==> config.mk <==
export PLATFORM = sky130hd
export DESIGN_NAME = sipo_deser
export DESIGN_NICKNAME = d
export VERILOG_FILES = /design/src/rtl/sipo_pkg.sv /design/src/rtl/sipo_shift_core.sv /design/src/rtl/sipo_deser.sv
export SDC_FILE = /design/constraint.sdc
export NUM_CORES = 1
export LEC_CHECK = 0
export CAP_MARGIN = 15
export CORE_MARGIN = 2
export CORE_UTILIZATION = 44
export DETAILED_ROUTE_END_ITERATION = 10
export PLACE_DENSITY_LB_ADDON = 0.08
export SETUP_SLACK_MARGIN = 0.1
export SLEW_MARGIN = 20
export SYNTH_ARGS = -nofsm -noshare
export SYNTH_HDL_FRONTEND = slang
export SYNTH_SLANG_ARGS = --single-unit
==> constraint.sdc <==
create_clock -name clk -period 1.6 [get_ports clk]
set_input_delay 0.16 -clock clk [delete_from_list [all_inputs] [get_ports clk]]
set_output_delay 0.16 -clock clk [all_outputs]
set_load 0.01 [all_outputs]
==> src/rtl/sipo_pkg.sv <==
// Shared definitions for the SIPO deserializer: FSM encoding, default width
// and the bit-counter width helper.
package sipo_pkg;

    localparam int unsigned SIPO_WIDTH_DEFAULT = 8;

    typedef enum logic {
        IDLE  = 1'b0,
        SHIFT = 1'b1
    } sipo_state_e;

    function automatic int unsigned sipo_cnt_w(input int unsigned width);
        return (width < 2) ? 1 : $clog2(width);
    endfunction

endpackage

==> src/rtl/sipo_shift_core.sv <==
// Shift register and bit counter for the SIPO deserializer. word_o is the
// assembled word including the bit sampled this cycle.
module sipo_shift_core
    import sipo_pkg::*;
#(
    parameter int unsigned WIDTH     = SIPO_WIDTH_DEFAULT,
    parameter bit          MSB_FIRST = 1'b1
) (
    input  logic             clk,
    input  logic             rst,
    input  logic             sample_i,
    input  logic             restart_i,
    input  logic             bit_i,
    output logic             frame_complete_o,
    output logic [WIDTH-1:0] word_o
);

    localparam int unsigned     CW   = sipo_cnt_w(WIDTH);
    localparam logic [CW-1:0]   LAST = CW'(WIDTH - 1);

    logic [WIDTH-1:0] shift_q, shift_d, base;
    logic [CW-1:0]    count_q, count_d;

    always_comb begin
        // A restart discards the partial frame so the new bit 0 starts clean.
        base = restart_i ? '0 : shift_q;
        if (MSB_FIRST) begin
            shift_d = {base[WIDTH-2:0], bit_i};
        end else begin
            shift_d = {bit_i, base[WIDTH-1:1]};
        end
        if (!sample_i) begin
            shift_d = shift_q;
        end
    end

    always_comb begin
        frame_complete_o = sample_i && !restart_i && (count_q == LAST);
        count_d          = count_q;
        if (sample_i) begin
            if (restart_i) begin
                count_d = CW'(1);
            end else if (count_q == LAST) begin
                count_d = '0;
            end else begin
                count_d = count_q + CW'(1);
            end
        end
    end

    always_ff @(posedge clk or posedge rst) begin
        if (rst) begin
            shift_q <= '0;
            count_q <= '0;
        end else begin
            shift_q <= shift_d;
            count_q <= count_d;
        end
    end

    assign word_o = shift_d;

endmodule

==> src/rtl/sipo_deser.sv <==
// Serial-in, parallel-out deserializer: frame FSM, one-entry holding register
// with valid/ready handshake, and registered done/overrun pulses.
module sipo_deser
    import sipo_pkg::*;
#(
    parameter int unsigned WIDTH     = SIPO_WIDTH_DEFAULT,
    parameter bit          MSB_FIRST = 1'b1
) (
    input  logic             clk,
    input  logic             rst,
    input  logic             serial_in,
    input  logic             serial_valid,
    input  logic             start,
    output logic [WIDTH-1:0] parallel_out,
    output logic             out_valid,
    input  logic             out_ready,
    output logic             done,
    output logic             overrun,
    output logic             busy
);

    sipo_state_e      state_q, state_d;
    logic             restart, frame_complete, drain, load;
    logic [WIDTH-1:0] word;
    logic [WIDTH-1:0] data_q, data_d;
    logic             valid_q, valid_d, done_q, done_d, ovr_q, ovr_d;

    sipo_shift_core #(
        .WIDTH     (WIDTH),
        .MSB_FIRST (MSB_FIRST)
    ) u_core (
        .clk              (clk),
        .rst              (rst),
        .sample_i         (serial_valid),
        .restart_i        (restart),
        .bit_i            (serial_in),
        .frame_complete_o (frame_complete),
        .word_o           (word)
    );

    // Kept apart from the next-state logic: frame_complete depends on restart.
    always_comb begin
        restart = 1'b0;
        if (state_q == IDLE) begin
            restart = serial_valid;
        end else begin
            restart = serial_valid & start;
        end
    end

    always_comb begin
        state_d = state_q;
        case (state_q)
            IDLE:    if (serial_valid) state_d = SHIFT;
            SHIFT:   if (frame_complete) state_d = IDLE;
            default: state_d = IDLE;
        endcase
    end

    always_comb begin
        drain   = valid_q & out_ready;
        load    = frame_complete & (~valid_q | drain);
        valid_d = load | (valid_q & ~drain);
        data_d  = load ? word : data_q;
        done_d  = frame_complete;
        ovr_d   = frame_complete & ~load;
    end

    always_ff @(posedge clk or posedge rst) begin
        if (rst) begin
            state_q <= IDLE;
            data_q  <= '0;
            valid_q <= 1'b0;
            done_q  <= 1'b0;
            ovr_q   <= 1'b0;
        end else begin
            state_q <= state_d;
            data_q  <= data_d;
            valid_q <= valid_d;
            done_q  <= done_d;
            ovr_q   <= ovr_d;
        end
    end

    assign parallel_out = data_q;
    assign out_valid    = valid_q;
    assign done         = done_q;
    assign overrun      = ovr_q;
    assign busy         = (state_q == SHIFT);

endmodule

==> impl_metrics.env, run 1 <==
export IMPL_wl_um=1440
export IMPL_timing_critical_path_slowest_cell_delay_ns=0.40
export IMPL_place_detailed_hpwl_um=984
export IMPL_critical_path_endpoint_type="register"
export IMPL_timing_fmax_ghz=0.694
export IMPL_fin_hold_ws_ns=0.163
export IMPL_maxcap_violations=0
export IMPL_rr_worst_depth=5
export IMPL_grt_start_max_net_pins=24
export IMPL_clk_pin_slew_ns=0.12
export IMPL_cts_max_level=1
export IMPL_grt_setup_unrepaired="no"
export IMPL_synthesis_instances=59
export IMPL_timing_critical_path_buf_inv=1
export IMPL_root_buffer="clkbuf_4"
export IMPL_worst_skew_pair_late_latency_ns=0.31
export IMPL_cp_common_cell="ha_2"
export IMPL_placer_congestion=0.679
export IMPL_total_number_of_yosys_warnings=0
export IMPL_floorplan_core_area_mm2=0.00196
export IMPL_final_common_cell="dfrtp_1"
export IMPL_worst_endpoint_required_ns=1.80
export IMPL_via_count_of_the_first_global_routing_pass=582
export IMPL_nNetsFinal=95
export IMPL_crit_path_cell_trace="ha_2 > ha_2 > and3_4 > buf_12 > mux2_4"
export IMPL_power_density_cell_area_mw_per_mm2=893
export IMPL_critical_path_max_fanout=8
export IMPL_holdCritPathClass="in2async"
export IMPL_numCtsBuffers=3
export IMPL_pin_count=18
export IMPL_power_static_leakage_uw=0.000578
export IMPL_worst_path_stages=5
export IMPL_cts_hold_fix_buffers=0
export IMPL_r2r_start="u_core.count_q[0]$_DFFE_PP0P_"
export IMPL_route_detailed_wl_per_inst_um=12.8
export IMPL_flow_area_growth_from_synthesis_pct=32.1
export IMPL_route_antenna_remaining_nets=0
export IMPL_layout_cell_share_with_drive_strength_beyond_1_pct=30.2
export IMPL_max_slew_worst_pin_slew_ns=0.279
export IMPL_final_hold_viol_count=0
export IMPL_synthesis_area_um2=907
export IMPL_synth_nets=67
export IMPL_first_pass_iters=2
export IMPL_number_of_buffers_between_clock_root_and_the_deepest_sink=2
export IMPL_relSlewSlack_pct=81.4
export IMPL_grt_pass1_wl_um=2610
export IMPL_die_w_um=49.4
export IMPL_grt_ovfl_total=0
export IMPL_start_util_pct=46.2
export IMPL_placement_cell_area_mm2=0.00114
export IMPL_multi_input_area_um2=308
export IMPL_grt_use_total_pct=14.3
export IMPL_final_cell_mix="dfrtp_1 (23), clkdlybuf4s50_1 (17), mux2_4 (8)"
export IMPL_antenna_found_initial=0
export IMPL_die_area_mm2=0.00244
export IMPL_cts_tree="built"
export IMPL_final_seq_area_um2=576
export IMPL_ff2ff_setup_slack_ns=0.16
export IMPL_vias=537
export IMPL_n_fill_cell=181
export IMPL_critPathSlowestCell="dfrtp_1"
export IMPL_layout_skew_ns=0.00530
export IMPL_initialDrtViolationCount=2
export IMPL_run_status="finished, final reports clean"
export IMPL_timing_critical_path_arrival_ns=1.65
export IMPL_core_rowCount=16
export IMPL_antenna_cells_inserted=0
export IMPL_numClockSinks=23
export IMPL_maximum_vdd_ir_drop_mv=0.572
export IMPL_setup_viol_count_final=0
export IMPL_fin_crit_ns=1.44
export IMPL_synth_avg_cell_area_um2=15.4
export IMPL_post_route_drc_count=0
export IMPL_terminus_of_the_critical_flop_to_flop_path="parallel_out[1]$_DFFE_PP0P_"
export IMPL_final_number_of_max_transition_violations=0
export IMPL_final_cell_area_excluding_filler_cells_mm2=0.00120
export IMPL_viasPerCell=4.75
export IMPL_finalCritPeriodShare_pct=90.1
export IMPL_synth_cell_types=16
export IMPL_synth_ff_latch_count=23
export IMPL_path_delay_family="flip-flops"
export IMPL_height_of_the_die_um=49.4
export IMPL_classification_of_the_worst_setup_path="reg2reg"
export IMPL_cp_start_kind="register"
export IMPL_ys_seq_area_share_pct=63.4
export IMPL_buffer_ports_inserted=17
-- area by class of cell --
cell class,instances,share of cell area (%)
inverters,3,0.939
multi-input cells,31,25.7
clock inverters,1,0.418
clock buffers,3,1.88
flip-flops and latches,23,48.0
well taps,27,2.82
repair buffers,25,20.3
-- power by group --
group,internal (uW),total [uW],leakage (uW),switching [uW]
clock network,93.4,263,0.0000177,169
registers,620,641,0.000306,21.7
logic,103,166,0.000254,62.8
-- cells in the mapped netlist --
library cell  count  share of area [%]
mux2_4            8                 13
nor3b_1           1               0.83
inv_1             3                1.2
ha_1              2                2.8
a22o_1            7                6.8
buf_6             2                2.5
a22o_2            2                2.2
and3b_1           1               0.97
dfrtp_1          23                 63
nand2b_1          1               0.69
mux2_2            1                1.2
a21oi_1           1               0.55
and3_1            1               0.69
nor2_1            3                1.2
nand2_1           2               0.83
o21a_1            1               0.83
-- state kept, by name, indices dropped and copies added, names as in the netlist --
signal	flops
parallel_out	8
u_core.shift_q	8
u_core.count_q	3
busy	1
done	1
out_valid	1
overrun	1
-- how the worst max path moves through the flow --
stage	from	end
floorplan	u_core.count_q[0]$_DFFE_PP0P_	parallel_out[0]$_DFFE_PP0P_
global placement	serial_valid	parallel_out[3]$_DFFE_PP0P_
detailed placement	serial_valid	parallel_out[0]$_DFFE_PP0P_
CTS	u_core.count_q[0]$_DFFE_PP0P_	parallel_out[1]$_DFFE_PP0P_
global route	u_core.count_q[0]$_DFFE_PP0P_	parallel_out[1]$_DFFE_PP0P_
finish	u_core.count_q[0]$_DFFE_PP0P_	parallel_out[1]$_DFFE_PP0P_
-- layer usage --
metal	wire length [um]	track usage, %
met4	23	6.94
met1	677	19.1
met5	0	0
met3	48	3.68
met2	694	21.8
-- kinds of logic (layout without fill, tap and decap cells) --
logic type / after synthesis / after routing / synth area share [%]
buf+inv: 5 / 32 / 3.72
simple gates: 9 / 9 / 5.24
flops: 23 / 23 / 63.4
compound gates: 11 / 11 / 10.3
mux: 9 / 9 / 14.5
fa+ha+maj: 2 / 2 / 2.76
-- worst min-delay path: cells and delay by family --
family / cells / cell delay, ns
buffers and inverters: 3 / 0.71
-- through the flow --
stage | util [%] | power [uW] | setup slack [ns] | TNS [ns] | cells
detailed placement | 58.0 | 809 | -0.0315 | -0.232 | 106
global route | 61.1 | 1140 | 0.107 | 0 | 113
floorplan | - | 739 | 0.148 | 0 | 59
global placement | 58.0 | 806 | -0.0153 | -0.0858 | 106
finish | 61.1 | 1070 | 0.158 | 0 | 113
CTS | 60.2 | 1080 | 0.125 | 0 | 111
-- repair_timing --
| item | CTS | global route |
|---|---|---|
| buffers inserted | 1 | 2 |
| resized for setup | 2 | 1 |
| setup endpoints to repair | 8 | 8 |
(Power assumes the default switching activity.)
==> inputs of run 2 (changes only) <==
--- a/config.mk
+++ b/config.mk
@@ -8,6 +8,7 @@
 export CAP_MARGIN = 15
 export CORE_MARGIN = 2
 export CORE_UTILIZATION = 44
+export CTS_CLUSTER_SIZE = 28
 export DETAILED_ROUTE_END_ITERATION = 10
 export PLACE_DENSITY_LB_ADDON = 0.08
 export SETUP_SLACK_MARGIN = 0.1
==> constraint.sdc (replaced) <==
create_clock -name clk -period 1.7 [get_ports clk]
set_input_delay 0.17 -clock clk [delete_from_list [all_inputs] [get_ports clk]]
set_output_delay 0.17 -clock clk [all_outputs]
set_load 0.01 [all_outputs]
==> run 2 against run 1 <==
Net effect: non-clock buffer count shrank 4; clock power decreased by 9.1%; global-route usage shrank 0.13 points; core utilization decreased by 2.4 points; routed wire length is 1.7% lower; worst setup slack improved by 0.079 ns; first-iteration DRC count increased by 50%; power shrank 7.9%; register-to-register slack improved by 0.08 ns; count of clock-buffer cells in the layout is the same; sequential power fell by 5.6%; critical path type unchanged; largest power group unchanged.
==> impl_metrics.env, run 2 (synthesized netlist as in run 1, its figures left out) <==
export IMPL_run_status="finished, final reports clean"
export IMPL_pin_count=18
export IMPL_grt_pass1_wl_um=2640
export IMPL_number_of_buffers_between_clock_root_and_the_deepest_sink=2
export IMPL_clk_pin_slew_ns=0.12
export IMPL_cts_hold_fix_buffers=0
export IMPL_layout_cell_share_with_drive_strength_beyond_1_pct=24.4
export IMPL_route_detailed_wl_per_inst_um=13.0
export IMPL_setup_viol_count_final=0
export IMPL_critPathSlowestCell="dfrtp_1"
export IMPL_stdcell_count=109
export IMPL_first_pass_iters=2
export IMPL_numCtsBuffers=3
export IMPL_wl_um=1420
export IMPL_floorplan_core_area_mm2=0.00196
export IMPL_totalPowerFinal_uw=986
export IMPL_worst_skew_pair_late_latency_ns=0.30
export IMPL_core_rowCount=16
export IMPL_cts_max_level=1
export IMPL_antenna_found_initial=0
export IMPL_numClockSinks=23
export IMPL_cp_startpoint="u_core.count_q[0]$_DFFE_PP0P_"
export IMPL_max_slew_worst_pin_slew_ns=0.274
export IMPL_setup_ws_ns=0.237
export IMPL_classification_of_the_worst_setup_path="reg2reg"
export IMPL_power_static_leakage_uw=0.000558
export IMPL_grt_start_max_net_pins=24
export IMPL_final_common_cell="dfrtp_1"
export IMPL_critical_path_max_fanout=8
export IMPL_grt_ovfl_total=0
export IMPL_fin_crit_ns=1.46
export IMPL_buffer_ports_inserted=17
export IMPL_placer_congestion=0.661
export IMPL_cts_tree="built"
export IMPL_height_of_the_die_um=49.4
export IMPL_timing_critical_path_arrival_ns=1.65
export IMPL_crit_path_cell_trace="ha_1 > ha_1 > and3_4 > mux2_4"
export IMPL_n_fill_cell=184
export IMPL_place_detailed_hpwl_um=1000
export IMPL_antenna_cells_inserted=0
export IMPL_cp_common_cell="ha_1"
export IMPL_critical_path_endpoint_type="register"
export IMPL_cp_start_kind="register"
export IMPL_timing_critical_path_slowest_cell_delay_ns=0.42
export IMPL_flow_area_growth_from_synthesis_pct=26.9
export IMPL_place_inst=105
export IMPL_fin_hold_ws_ns=0.177
export IMPL_relSlewSlack_pct=81.7
export IMPL_finalCritPeriodShare_pct=86.0
export IMPL_grt_use_total_pct=14.2
export IMPL_via_count_of_the_first_global_routing_pass=566
export IMPL_postCtsSetupBuffers=0
export IMPL_worst_endpoint_required_ns=1.89
export IMPL_post_route_drc_count=0
export IMPL_viasPerCell=4.87
export IMPL_vias=531
export IMPL_r2r_start="u_core.count_q[0]$_DFFE_PP0P_"
export IMPL_initialDrtViolationCount=3
export IMPL_final_core_util_pct=58.7
export IMPL_route_antenna_remaining_nets=0
export IMPL_final_hold_viol_count=0
export IMPL_grt_setup_unrepaired="no"
export IMPL_timing_fmax_ghz=0.684
export IMPL_holdCritPathClass="in2async"
export IMPL_final_cell_mix="dfrtp_1 (23), clkdlybuf4s50_1 (17), mux2_4 (8)"
export IMPL_final_number_of_max_transition_violations=0
export IMPL_nNetsFinal=91
export IMPL_root_buffer="clkbuf_4"
export IMPL_maximum_vdd_ir_drop_mv=0.705
export IMPL_die_w_um=49.4
export IMPL_layout_skew_ns=0.0112
export IMPL_start_util_pct=46.2
export IMPL_maxcap_violations=0
export IMPL_postCtsResizedCells=1
export IMPL_die_area_mm2=0.00244
export IMPL_power_density_cell_area_mw_per_mm2=856
export IMPL_detailedPlace_worstSlack_ns=-0.115
==> run 2: changes by cell type in the layout (fill, tap and decap cells not counted), sizes merged <==
cell,previous run,this run
buf,8,4
==> run 2: path summary, 6_finish.rpt <==
check | endpoint | slack [ns] | depth (start not counted)
min | parallel_out[3]$_DFFE_PP0P_ | 0.18 | 3
min in group clk | u_core.shift_q[0]$_DFF_PP0_ | 0.50 | 2
min reg2reg | parallel_out[6]$_DFFE_PP0P_ | 0.53 | 1
max reg2reg | parallel_out[5]$_DFFE_PP0P_ | 0.24 | 4
max | parallel_out[5]$_DFFE_PP0P_ | 0.24 | 4
max in group asynchronous | parallel_out[7]$_DFFE_PP0P_ | 1.30 | 3
==> run 2: metal layers <==
layer  track usage, %  up-vias  share of wire (%)
met5                0        -                  0
met4             1.39        0                  0
met3             5.83        0                4.4
met2             23.2       10                 50
met1             18.5      266                 45
li1                 -      255                  -
==> run 2: report_power, final <==
part	switching (uW)	internal, uW	leakage (uW)
clock network	151	87.6	0.0000177
registers	21.6	583	0.000306
logic	55.5	86.5	0.000234
total	228	757	0.000558
==> run 2: area by class of cell <==
class | count | area, um^2 | area share [%]
clock buffers | 3 | 22.5 | 1.96
clock inverters | 1 | 5.00 | 0.435
inverters | 3 | 11.3 | 0.978
multi-input cells | 31 | 303 | 26.3
flip-flops and latches | 23 | 576 | 50.0
well taps | 27 | 33.8 | 2.93
repair buffers | 21 | 200 | 17.4
==> run 2: critical path, delay by kind of cell, from the launching register on <==
family	cells	cell delay, ns
adder cells (fa/ha/maj)	2	0.41
multiplexers	1	0.31
AND/OR/NAND/NOR	1	0.21
flip-flops	1	0.42
==> run 2: through the flow <==
step | setup TNS (ns) | instance area (um^2)
3_3_place_gp | -0.895 | 1120
2_1_floorplan | 0 | 907
4_1_cts | 0 | 1150
5_1_grt | 0 | 1150
3_5_place_dp | -0.888 | 1120
6_report | 0 | 1150
==> inputs of run 3 (changes only) <==
--- a/config.mk
+++ b/config.mk
@@ -11,7 +11,7 @@
 export CTS_CLUSTER_SIZE = 28
 export DETAILED_ROUTE_END_ITERATION = 10
 export PLACE_DENSITY_LB_ADDON = 0.08
-export SETUP_SLACK_MARGIN = 0.1
+export SKIP_LAST_GASP = 1
 export SLEW_MARGIN = 20
 export SYNTH_ARGS = -nofsm -noshare
 export SYNTH_HDL_FRONTEND = slang
==> run 3 against run 2 <==
Net effect: die area unchanged; clock power about the same; sequential power about the same; highest routed layer unchanged; global-route usage unchanged; critical path depth unchanged; clock skew decreased by 0.0011 ns.
==> impl_metrics.env, run 3 (synthesized netlist as in run 1, its figures left out) <==
export IMPL_buffer_ports_inserted=17
export IMPL_cp_start_kind="register"
export IMPL_cts_hold_fix_buffers=0
export IMPL_route_antenna_remaining_nets=0
export IMPL_numClockSinks=23
export IMPL_worst_endpoint_required_ns=1.89
export IMPL_fin_hold_ws_ns=0.177
export IMPL_post_route_drc_count=0
export IMPL_pin_count=18
export IMPL_timing_critical_path_buf_inv=0
export IMPL_grt_use_total_pct=14.2
export IMPL_postCtsResizedCells=1
export IMPL_die_w_um=49.4
export IMPL_crit_path_cell_trace="ha_1 > ha_1 > and3_2 > mux2_4"
export IMPL_fin_crit_ns=1.54
export IMPL_final_cell_mix="dfrtp_1 (23), clkdlybuf4s50_1 (17), mux2_4 (8)"
export IMPL_n_fill_cell=183
export IMPL_initialDrtViolationCount=3
export IMPL_vias=530
export IMPL_final_hold_viol_count=0
export IMPL_detailedPlace_worstSlack_ns=-0.115
export IMPL_core_rowCount=16
export IMPL_worst_path_stages=4
export IMPL_antenna_cells_inserted=0
export IMPL_postCtsSetupBuffers=0
export IMPL_setup_tns_ns=0
export IMPL_timing_fmax_ghz=0.648
export IMPL_grt_start_max_net_pins=24
export IMPL_clk_pin_slew_ns=0.12
export IMPL_nNetsFinal=91
export IMPL_finalCritPeriodShare_pct=90.8
export IMPL_power_density_cell_area_mw_per_mm2=860
export IMPL_timing_critical_path_arrival_ns=1.74
export IMPL_critical_path_max_fanout=8
export IMPL_classification_of_the_worst_setup_path="reg2reg"
export IMPL_placer_congestion=0.661
export IMPL_maxcap_violations=0
export IMPL_height_of_the_die_um=49.4
export IMPL_number_of_buffers_between_clock_root_and_the_deepest_sink=2
export IMPL_setup_viol_count_final=0
export IMPL_floorplan_core_area_mm2=0.00196
export IMPL_viasPerCell=4.86
export IMPL_rr_worst_depth=4
export IMPL_holdCritPathClass="in2async"
export IMPL_layout_skew_ns=0.0101
export IMPL_route_detailed_wl_per_inst_um=13.1
export IMPL_worst_skew_pair_late_latency_ns=0.30
export IMPL_wl_um=1430
export IMPL_layout_cell_share_with_drive_strength_beyond_1_pct=24.4
export IMPL_grt_ovfl_total=0
export IMPL_cts_tree="built"
export IMPL_antenna_found_initial=0
export IMPL_start_util_pct=46.2
export IMPL_grt_setup_unrepaired="no"
export IMPL_via_count_of_the_first_global_routing_pass=566
export IMPL_flow_area_growth_from_synthesis_pct=26.5
export IMPL_setup_ws_ns=0.157
export IMPL_critical_path_endpoint_type="register"
export IMPL_cts_max_level=1
export IMPL_path_delay_family="flip-flops"
export IMPL_place_detailed_hpwl_um=1000
export IMPL_grt_pass1_wl_um=2640
export IMPL_first_pass_iters=2
export IMPL_final_common_cell="dfrtp_1"
export IMPL_cp_common_cell="ha_1"
export IMPL_max_slew_worst_pin_slew_ns=0.275
export IMPL_run_status="finished, final reports clean"
export IMPL_root_buffer="clkbuf_4"
export IMPL_critPathSlowestCell="dfrtp_1"
export IMPL_relSlewSlack_pct=81.6
export IMPL_die_area_mm2=0.00244
export IMPL_timing_critical_path_slowest_cell_delay_ns=0.42
export IMPL_maximum_vdd_ir_drop_mv=0.705
export IMPL_final_number_of_max_transition_violations=0
export IMPL_power_static_leakage_uw=0.000559
export IMPL_numCtsBuffers=3
[run 3: cell counts in the layout (fill, tap and decap cells not counted)]
No cell type changed its count.
[run 3: layer usage]
metal | track usage [%] | part of all wire [%] | up-vias
met5 | 0 | 0 | -
met4 | 1.39 | 0 | 0
met3 | 5.83 | 4.4 | 0
met2 | 23.2 | 50 | 10
met1 | 18.5 | 45 | 264
li1 | - | - | 256
[run 3: area by class of cell]
cell class	instances	area (um^2)	share of cell area (%)
clock buffer	3	22.5	1.96
clock inverter	1	5.00	0.436
inverter	3	11.3	0.981
multi-input combinational	31	299	26.1
sequential	23	576	50.2
tap	27	33.8	2.94
timing repair buffer	21	200	17.4
[run 3: worst paths after layout]
check                                         startpoint                          end  slack, ns
max                        u_core.count_q[0]$_DFFE_PP0P_  parallel_out[5]$_DFFE_PP0P_       0.16
min                                                  rst  parallel_out[3]$_DFFE_PP0P_       0.18
max reg2reg                u_core.count_q[0]$_DFFE_PP0P_  parallel_out[5]$_DFFE_PP0P_       0.16
min reg2reg                  parallel_out[6]$_DFFE_PP0P_  parallel_out[6]$_DFFE_PP0P_       0.52
max in group asynchronous                            rst  parallel_out[7]$_DFFE_PP0P_       1.30
min in group clk                               serial_in  u_core.shift_q[0]$_DFF_PP0_       0.50
[run 3: through the flow]
stage	power [uW]	utilization, %	cells	cell area, um^2
3_3_place_gp	756	57.0	105	1120
5_1_grt	1050	58.5	109	1150
3_5_place_dp	759	57.0	105	1120
6_report	986	58.5	109	1150
2_1_floorplan	695	-	59	907
4_1_cts	1000	58.5	109	1150
[run 3: report_power, final]
group / switching (uW) / internal (uW)
logic: 55.3 / 86.3
registers: 21.6 / 583
clock network: 152 / 87.6
total: 229 / 757
[run 3: worst reg2reg max path: stages (launching register included)]
cell     delay, ns
dfrtp_1       0.42
ha_1          0.20
ha_1          0.20
and3_2        0.29
mux2_4        0.33
